$ cat config.mk
export PLATFORM = sky130hd
export DESIGN_NAME = uart_rx_8n1
export DESIGN_NICKNAME = d
export VERILOG_FILES = /design/src/rtl/uart_rx_8n1.sv
export SDC_FILE = /design/constraint.sdc
export NUM_CORES = 1
export LEC_CHECK = 0
export CAP_MARGIN = 30
export CORE_UTILIZATION = 50
export CTS_BUF_LIST = sky130_fd_sc_hd__clkbuf_16
export CTS_CLUSTER_DIAMETER = 60
export CTS_CLUSTER_SIZE = 24
export DETAILED_ROUTE_END_ITERATION = 12
export PLACE_DENSITY_LB_ADDON = 0.08
export SLEW_MARGIN = 10
export SYNTH_ARGS = -nofsm -noshare
export SYNTH_HDL_FRONTEND = slang
export SYNTH_SLANG_ARGS = --single-unit
$ cat constraint.sdc
create_clock -name clk -period 5.4 [get_ports clk]
set_input_delay 0.81 -clock clk [delete_from_list [all_inputs] [get_ports clk]]
set_output_delay 0.81 -clock clk [all_outputs]
set_load 0.05 [all_outputs]
$ cat src/rtl/uart_rx_8n1.sv
// 8N1 asynchronous serial receiver with 16x oversampling, mid-bit sampling and
// frame-error detection. The byte is presented with a single-cycle valid strobe.
module uart_rx_8n1 #(
  parameter int unsigned CLK_HZ     = 12000000,
  parameter int unsigned BAUD       = 9600,
  parameter int unsigned OVERSAMPLE = 16
) (
  input  logic       clk,
  input  logic       rst_n,
  input  logic       rx,
  output logic [7:0] rx_data,
  output logic       rx_valid,
  output logic       rx_frame_err,
  output logic       rx_busy
);

  localparam int unsigned TICK_DIV = CLK_HZ / (BAUD * OVERSAMPLE);
  localparam int unsigned TICK_W   = (TICK_DIV > 1) ? $clog2(TICK_DIV) : 1;
  localparam int unsigned SCNT_W   = $clog2(OVERSAMPLE);
  localparam logic [TICK_W-1:0] TICK_LAST = TICK_W'(TICK_DIV - 1);
  localparam logic [SCNT_W-1:0] SCNT_MID  = SCNT_W'(OVERSAMPLE / 2 - 1);
  localparam logic [SCNT_W-1:0] SCNT_LAST = SCNT_W'(OVERSAMPLE - 1);

  typedef enum logic [2:0] {
    ST_IDLE  = 3'd0,
    ST_START = 3'd1,
    ST_DATA  = 3'd2,
    ST_STOP  = 3'd3,
    ST_BRK   = 3'd4
  } state_t;

  logic              rx_meta;
  logic              rxs;
  logic [TICK_W-1:0] tick_cnt;
  logic              tick_c;

  state_t            state, state_n;
  logic [SCNT_W-1:0] scnt, scnt_n;
  logic [2:0]        bcnt, bcnt_n;
  logic [7:0]        shreg, shreg_n;
  logic [7:0]        data_n;
  logic              valid_n;
  logic              ferr_n;
  logic              busy_n;

  // Two-flop synchronizer; idles high so reset does not look like a start bit.
  always_ff @(posedge clk or negedge rst_n) begin
    if (!rst_n) begin
      rx_meta <= 1'b1;
      rxs     <= 1'b1;
    end else begin
      rx_meta <= rx;
      rxs     <= rx_meta;
    end
  end

  // Free-running oversample tick.
  always_ff @(posedge clk or negedge rst_n) begin
    if (!rst_n) begin
      tick_cnt <= '0;
    end else if (tick_c) begin
      tick_cnt <= '0;
    end else begin
      tick_cnt <= tick_cnt + 1'b1;
    end
  end

  assign tick_c = (tick_cnt == TICK_LAST);

  always_ff @(posedge clk or negedge rst_n) begin
    if (!rst_n) begin
      state        <= ST_IDLE;
      scnt         <= '0;
      bcnt         <= '0;
      shreg        <= '0;
      rx_data      <= 8'h00;
      rx_valid     <= 1'b0;
      rx_frame_err <= 1'b0;
      rx_busy      <= 1'b0;
    end else begin
      state        <= state_n;
      scnt         <= scnt_n;
      bcnt         <= bcnt_n;
      shreg        <= shreg_n;
      rx_data      <= data_n;
      rx_valid     <= valid_n;
      rx_frame_err <= ferr_n;
      rx_busy      <= busy_n;
    end
  end

  always_comb begin
    state_n = state;
    scnt_n  = scnt;
    bcnt_n  = bcnt;
    shreg_n = shreg;
    data_n  = rx_data;
    valid_n = 1'b0;
    ferr_n  = 1'b0;

    if (tick_c) begin
      case (state)
        ST_IDLE: begin
          if (!rxs) begin
            state_n = ST_START;
            scnt_n  = '0;
          end
        end
        ST_START: begin
          // Re-check at mid start bit to reject glitches.
          if (scnt == SCNT_MID) begin
            scnt_n = '0;
            if (!rxs) begin
              state_n = ST_DATA;
              bcnt_n  = '0;
            end else begin
              state_n = ST_IDLE;
            end
          end else begin
            scnt_n = scnt + 1'b1;
          end
        end
        ST_DATA: begin
          if (scnt == SCNT_LAST) begin
            scnt_n  = '0;
            shreg_n = {rxs, shreg[7:1]};
            if (bcnt == 3'd7) begin
              state_n = ST_STOP;
            end else begin
              bcnt_n = bcnt + 1'b1;
            end
          end else begin
            scnt_n = scnt + 1'b1;
          end
        end
        ST_STOP: begin
          // Leaving at mid stop bit lets a back-to-back start edge be caught.
          if (scnt == SCNT_LAST) begin
            scnt_n = '0;
            if (rxs) begin
              data_n  = shreg;
              valid_n = 1'b1;
              state_n = ST_IDLE;
            end else begin
              ferr_n  = 1'b1;
              state_n = ST_BRK;
            end
          end else begin
            scnt_n = scnt + 1'b1;
          end
        end
        ST_BRK: begin
          if (rxs) begin
            state_n = ST_IDLE;
          end
        end
        default: state_n = ST_IDLE;
      endcase
    end

    busy_n = (state_n != ST_IDLE);
  end

endmodule

=== After elaboration in Yosys (flattened, before gate mapping) ===
Index checks and enable logic that the tools add are counted.
W data, S select, Z words.

* Reduce and logical (&&, ||, !) cells: 9
* Add/subtract/negate cells: 3
* Multiplexer cells: 28
* Equal/unequal tests: 13

{| class="wikitable"
|+ Operators by type and width
! kind !! number
|-
| $mux W3 || 12
|-
| $pmux W3 S5 || 1
|-
| $mux W4 || 3
|-
| $pmux W4 S3 || 1
|-
| $ne A2 B2 Y1 const B || 5
|-
| $mux W1 || 8
|-
| $add A7 B1 Y7 const B || 1
|-
| $eq A7 B7 Y1 const B || 1
|-
| $mux W7 || 1
|-
| $eq A3 B2 Y1 const B || 2
|-
| $eq A3 B3 Y1 const B || 2
|-
| $pmux W3 S2 || 1
|-
| $reduce_and A3 Y1 || 2
|-
| $reduce_and A6 Y1 || 1
|-
| $reduce_bool A3 Y1 || 2
|-
| $add A4 B1 Y4 const B || 1
|-
| $eq A4 B3 Y1 const B || 1
|-
| $eq A4 B4 Y1 const B || 1
|-
| $reduce_and A4 Y1 || 1
|-
| $add A3 B1 Y3 const B || 1
|-
| $eq A3 B1 Y1 const B || 1
|-
| $logic_not A3 Y1 || 1
|-
| $mux W2 || 1
|-
| $reduce_bool A2 Y1 || 1
|-
| $reduce_or A2 Y1 || 1
|}

* Logic and storage cells: 64
* Register bits after elaboration: 38
* Output and inout port bits: 11

=== Depth between registers and ports, before layout ===
Gate-level depths: netlist of run 1.

* Depth after elaboration: 6
* Mapped depth: 7
* Gate-level depth less buffers: 6

=== Worst setup path after synthesis of run 1 ===
Ideal clock, no wire load.

* Path type: register to register
* Start point: register bcnt[0]
* End point: register bcnt[0]
* Stages on the path, launching flop included: 7
* Library setup time: 125 ps
* Required time: 5,275 ps
* Path buffers: 0
* Slack: 3,592 ps
* Arrival time: 1,684 ps
* Path through: dfrtp_1 > ha_1 > ha_1 > nor3b_1 > o21ai_0 > nor3_1 > mux2_2

* Word-level cells in the longest chain between the ends: 4
* Elaborated cells between the ends (all ways): 7
* Classes of those cells: add/sub (1); eq/ne (2); mux (3); reduce/logical (1)

{| class="wikitable"
|+ RTL lines
! element !! line !! text
|-
| from (decl) || 39 || <nowiki>logic [2:0] bcnt, bcnt_n;</nowiki>
|-
| from (signal assigned) || 83 || <nowiki>bcnt <= bcnt_n;</nowiki>
|-
| $add A3 B1 Y3 || 130 || <nowiki>bcnt_n = bcnt + 1'b1;</nowiki>
|-
| $mux W3 || 127 || <nowiki>if (bcnt == 3'd7) begin</nowiki>
|-
| $mux W3 || 124 || <nowiki>if (scnt == SCNT_LAST) begin</nowiki>
|-
| $pmux W3 S2 || 102 || <nowiki>case (state)</nowiki>
|}

Parallel ways exist; a longest one is shown, timed or not. The select of a mux whose other input is x is not followed.
A chain may end at the register's enable or synchronous reset.

=== Final worst setup path of run 1 ===
* Start point: register rx_data[2]
* End point: output rx_data[2]

{| class="wikitable"
|+ RTL lines
! element !! line !! text
|-
| from (decl) || 11 || <nowiki>output logic [7:0] rx_data,</nowiki>
|-
| from (signal assigned) || 85 || <nowiki>rx_data <= data_n;</nowiki>
|}

No word-level cell between the ends.

==> results of run 1 <==
## through the flow
step                std cells  setup slack, ns  power (uW)
floorplan                 144             3.59         293
global placement          197             3.39         300
detailed placement        197             3.30         300
CTS                       205             3.14         579
global route              205             3.09         590
finish                    205             3.15         569
## routing by layer
metal	GRT usage [%]	vias up
met5	0	-
met4	9.74	0
met3	5.67	4
met2	26.2	14
met1	23.7	520
li1	-	535
## final cells by class
type                       instances  area (um2)  share of cell area [%]
inverter                           8        30.0                    1.48
clock buffer                       5         125                    6.17
clock inverter                     3        16.3                   0.801
multi-input combinational         92         722                    35.6
tap                               46        57.6                    2.84
sequential                        38         953                    47.0
timing repair buffer              13         125                    6.17
## registers in the layout (all words and copies together) (netlist names)
name          flops
rxs               1
bcnt              3
tick_cnt          7
shreg             8
rx_frame_err      1
rx_meta           1
rx_data           8
rx_busy           1
rx_valid          1
state             3
scnt              4
## how the worst max path moves through the flow
stage	startpoint	endpoint	slack (ns)	cells past startpoint
final	rx_data[2]	rx_data[2]	3.15	1
after global routing	rx_data[4]	rx_data[4]	3.09	1
after CTS	rx_data[2]	rx_data[2]	3.14	1
after detailed placement	tick_cnt[1]	rx_data[3]	3.30	6
after global placement	tick_cnt[4]	rx_data[3]	3.39	5
after floorplan	bcnt[0]	bcnt[0]	3.59	6
## layout by cell type, fill, tap and decap left out, types with 2 or more instances in the layout
cell type / n
o21ai_0: 6
o31ai_1: 2
mux2i_1: 4
dfrtp_1: 36
clkbuf_16: 5
clkdlybuf4s50_1: 12
a31oi_1: 2
dfstp_2: 2
nor2_1: 11
nand3_1: 3
nand4_1: 3
a211oi_1: 2
nand2_1: 7
nor3_1: 5
mux2_2: 9
xor2_1: 4
inv_1: 8
ha_1: 5
mux2_4: 8
or3_1: 3
xnor2_1: 2
nand2b_1: 2
## power by group
group,total (uW),internal (uW),switching (uW)
clock,275,168,107
combinational,6.97,1.35,5.63
sequential,287,286,0.972
## worst register-to-register path: cells and delay by family (launching register included)
kind                     cells  cell delay [ns]
AND/OR/NAND/NOR              3             0.97
multiplexers                 1             0.39
buffers and inverters        1             0.07
adder cells (fa/ha/maj)      1             0.16
flip-flops                   1             0.40
## kinds of logic after synthesis
group	count (synthesis)	share of synthesized area, %
and+or+nand+nor	43	13.2
DFF	38	54.6
muxes	21	15.0
AOI/OAI and AO/OA	17	6.59
buffers and inverters	14	4.01
xor gates and xnor gates	6	3.01
adders and majority gates	5	3.58
==> reports/qor.yml, run 1 <==
period_needed_ns: 2.25
fin_tns_setup_ns: 0
syn_inst: 144
die_x_um: 61.1
drive_gt1_share_pct: 19.5
clockRootBuffer: "clkbuf_16"
drv_slew: 0
place_area_mm2: 0.00189
crit_chain: "clkdlybuf4s50_1"
peakVddDrop_mv: 0.192
synth-edff-count: 0
syn_nets: 152
slowest_delay_ns: 0.81
drt_wl_total_mm: 2.78
die_h_um: 61.1
drc_errors: 2
ff2ff_path_depth: 6
cp_slowest_cell: "clkdlybuf4s50_1"
first_pass_iters: 8
worstMarginPinSlew_ns: 0.797
cts_buffer_depth: 2
post-synth-top-count-cell: "dfrtp_1"
gp_congestion: 0.780
clock_latency_ns: 0.27
ys_seq_area_share_pct: 54.6
nets: 166
port-buffer-count: 13
power.leakage_uw: 0.000952
wl_met3_um: 85
tritoncts: "yes"
route.met2.wl_mm: 1.26
grt_overflow: 0
num_vias: 1073
netlist_top_cells_area: "dfrtp_1 52%, mux2_4 6.9%, mux2_2 5.8%"
r2r_start: "tick_cnt[1]"
grt_pass1_vias: 976
fin_worst_skew_ns: 0.00314
worstSetupStartpointType: "flop"
cts_made_buffers: 5
syn_area_mm2: 0.00175
cts.sinks: 38
path_max_fanout: 2
postCtsSetupRepairBufs: 0
top_layer: "met4"
routed_via_density: 5.23
fill_cells: 283
grt_usage_pct: 17.9
ys.warnings.count: 0
diodes: 0
async_flop_share_pct: 100
grt_max_degree: 39
yosys.area.top_type_share_pct: 51.6
final_util_pct: 60.8
post_cts_resized: 0
rr_endpoint: "rx_data[4]"
synth.avg_cell_area_um2: 12.1
min_path_type: "reg2reg"
crit_path_end_kind: "primary output"
yosys-top-cells-count: "36 x dfrtp_1, 11 x nor2_1, 9 x mux2_2"
violations: "DRC"
setup_viol: 0
hold_viol: 0
grt_pass1_wl_mm: 4.64
start_util_pct: 52.3
cts_hold_buf: 0
worst_ep_arrival_time_ns: 1.44
drt_iter0_drc: 41
synth_seq_cells: 38
min_period_over_period_pct: 41.7
cts.clk_slew.worst_paths_ns: 0.06
wl_met1_mm: 1.38
ctsHtreeMaxLevel: 2
ant_nets: 0
worst-path-buf-inv: 1
core-area_mm2: 0.00334
p_per_area_mw_per_mm2: 280
synth_top_flop_cell: "dfrtp_1"
antenna_found_initial: 0
rows: 21
io_pins: 14
drv_cap: 0
yosysTopAreaCell: "dfrtp_1"
fmax_mhz: 444
min_path_cells: 0
fin_area_mm2: 0.00203
dp_hpwl_mm: 1.94
crit_type: "reg2out"
holdWs_ns: 0.361
min_to: "rxs"
cp_top_family: "buffers and inverters"
rsz0062_at_grt: "no"
syn_to_final_growth_pct: 16.3
required_ns: 4.59
synth_cell_type_count: 38
max_slew_margin_pct: 46.8
outcome: "finished with violations"
ff2ff_setup_slack_ns: 3.29
post_drt_wl_per_cell_um: 13.5
hp-start: "rx_meta"
die_area_mm2: 0.00373
No activity file was read; power rests on OpenSTA's default activity.
==> run 2, diff against run 1 <==
- clock period: 5.4 -> 2.29 ns (I/O delays scaled with it)
==> run 2 against run 1 <==
Compared with the run above:
- the flow still finishes with violations (DRC)
- sequential share of layout area fell by 1.5 points
- hold slack worse by 0.20 ns
- power rose to 2.8 times the previous value
- global-route usage grew 1.2 points
- critical path depth rose by 4
- die area did not move
- clock power rose to 3.3 times the previous value
- largest cell class unchanged
- highest routed layer unchanged
==> reports/qor.yml, run 2 (synthesized netlist as in run 1, its figures left out) <==
worst_ep_arrival_time_ns: 2.19  # +0.75 ns
crit_path_end_kind: "flop"
diodes: 0  # unchanged
switching_share_pct: 18.1  # -1.8 points
core-area_mm2: 0.00334  # unchanged
cts_hold_buf: 0  # unchanged
cts_buffer_depth: 2  # unchanged
final_common_cell: "dfrtp_1"
clockRootBuffer: "clkbuf_16"
grt_pass1_vias: 1055  # +8.1%
crit_type: "reg2reg"
syn_to_final_growth_pct: 20.1
fill_cells: 282  # -0.35%
violations: "DRC"
min_path_type: "in2async"
io_pins: 14  # unchanged
die_area_mm2: 0.00373  # unchanged
path_max_fanout: 9  # +7
cts.sinks: 38  # unchanged
rr_endpoint: "rx_data[6]"
nets: 168  # +1.2%
r2r_start: "scnt[0]"
fin_worst_skew_ns: 0.00414  # +0.00100 ns
required_ns: 2.45  # -2.14 ns
power.leakage_uw: 0.000989  # +4.0%
ff2ff_setup_slack_ns: 0.26  # -3.03 ns
drv_cap: 0  # unchanged
min_period_over_period_pct: 88.6
rsz0062_at_grt: "no"
drc_errors: 2  # unchanged
fin_tns_setup_ns: 0  # unchanged
combPwrFrac_pct: 1.1  # about the same
period_needed_ns: 2.03
setup_viol: 0  # unchanged
grt_usage_pct: 19.2  # +1.2 points
peakVddDrop_mv: 0.612  # +220%
num_vias: 1107  # +3.2%
drt_wl_total_mm: 3.04  # +9.7%
die_x_um: 61.1  # unchanged
post_cts_resized: 0  # unchanged
reg_top3: "rx_data: 8 flops, shreg: 8 flops, tick_cnt: 7 flops"
max_slew_margin_pct: 44.7  # -2.1 points
place_ws_ns: 0.265  # -3.03 ns
outcome: "finished with violations"
p_sw_uw: 287  # +150%
ff2ff_path_depth: 5  # -1
start_util_pct: 52.3  # unchanged
hold_viol: 0  # unchanged
ant_nets: 0  # unchanged
port-buffer-count: 13  # unchanged
p_per_area_mw_per_mm2: 759  # +170%
dp_hpwl_mm: 2.04  # +5.2%
die_h_um: 61.1  # unchanged
pwr-share-seq_pct: 42.6  # -7.9 points
first_pass_iters: 8  # unchanged
cts.clk_slew.worst_paths_ns: 0.06  # about the same
worstMarginPinSlew_ns: 0.829  # +0.0319 ns
routed_via_density: 5.35  # +2.2%
grt_overflow: 0  # unchanged
postCtsSetupRepairBufs: 0  # unchanged
intPower_uw: 1300  # +190%
grt_max_degree: 39  # unchanged
stdcell_count: 207  # +0.98%
final.setup.worst_slack_ns: 0.261  # -2.89 ns
grt_pass1_wl_mm: 4.98  # +7.4%
seq_area_um2: 953  # unchanged
rows: 21  # unchanged
drive_gt1_share_pct: 21.1  # +1.6 points
clock_latency_ns: 0.28  # about the same
antenna_found_initial: 0  # unchanged
drt_iter0_drc: 53  # +29%
ctsHtreeMaxLevel: 2  # unchanged
layout_common_cells: "36 x dfrtp_1, 12 x clkdlybuf4s50_1, 11 x nor2_1"
worstSetupStartpointType: "flop"
gp_congestion: 0.778  # -0.31%
fmax_mhz: 493
cts_made_buffers: 5  # unchanged
post_drt_wl_per_cell_um: 14.7  # +8.6%
drv_slew: 0  # unchanged
dp.cells: 199  # +1.0%
tritoncts: "yes"
clkPwrFrac_pct: 56.4  # +8.1 points
multi_input_area_um2: 722  # unchanged
## run 2: changes by cell type in the layout (fill, tap and decap cells not counted)
| cell | delta |
|---|---|
| buf_4 | +2 |
| bufinv_16 | +2 |
| clkinv_1 | -1 |
| clkinv_2 | -1 |
| clkinv_4 | +1 |
| clkinvlp_4 | -1 |
## run 2: through the flow
stage / cell area, um2 / total power (uW) / utilization (%) / hold slack (ns)
final: 2100 / 1590 / 62.8 / 0.160
after global routing: 2100 / 1650 / 62.8 / 0.237
after CTS: 2100 / 1600 / 62.8 / 0.191
after detailed placement: 1900 / 707 / 57.0 / 0.354
after global placement: 1900 / 706 / 57.0 / 0.349
after floorplan: 1750 / 691 / - / 0.0479
## run 2: worst max path at each step
stage	slack, ns	end	start	cells after the start
after floorplan	0.48	bcnt[0]	bcnt[0]	6
after CTS	0.25	rx_data[4]	scnt[0]	5
after global routing	0.13	rx_data[6]	scnt[0]	5
final	0.26	rx_data[6]	scnt[0]	5
after detailed placement	0.27	rx_data[4]	scnt[0]	5
after global placement	0.33	rx_data[3]	scnt[0]	5
## run 2: final cells by class
cell class	count	area share, %
Tap cell	46	2.74
Timing Repair Buffer	15	6.68
Clock buffer	5	5.97
Clock inverter	3	3.28
Sequential cell	38	45.5
Inverter	8	1.43
Multi-Input combinational cell	92	34.4
## run 2: per-layer routing
layer | up-vias | global-route usage [%] | part of all wire [%]
met5 | - | 0 | 0
met4 | 0 | 12.3 | 2.6
met3 | 9 | 5.25 | 3.9
met2 | 22 | 28.1 | 46
met1 | 537 | 25.0 | 48
li1 | 539 | - | -
## run 2: critical path, stage by stage (launching register included)
cell and delay [ns]:
dfrtp_1 0.39, ha_1 0.24, and3_1 0.27, nand2_2 0.08, or3_1 0.55, mux2_4 0.38
## run 2: power by group through the flow
stage,clock [uW],combinational (uW),sequential [uW]
2_1_floorplan,0,3.53,687
3_3_place_gp,0,17.2,689
4_1_cts,909,18.2,677
5_1_grt,948,20.5,677
3_5_place_dp,0,18.0,689
6_report,897,16.9,677
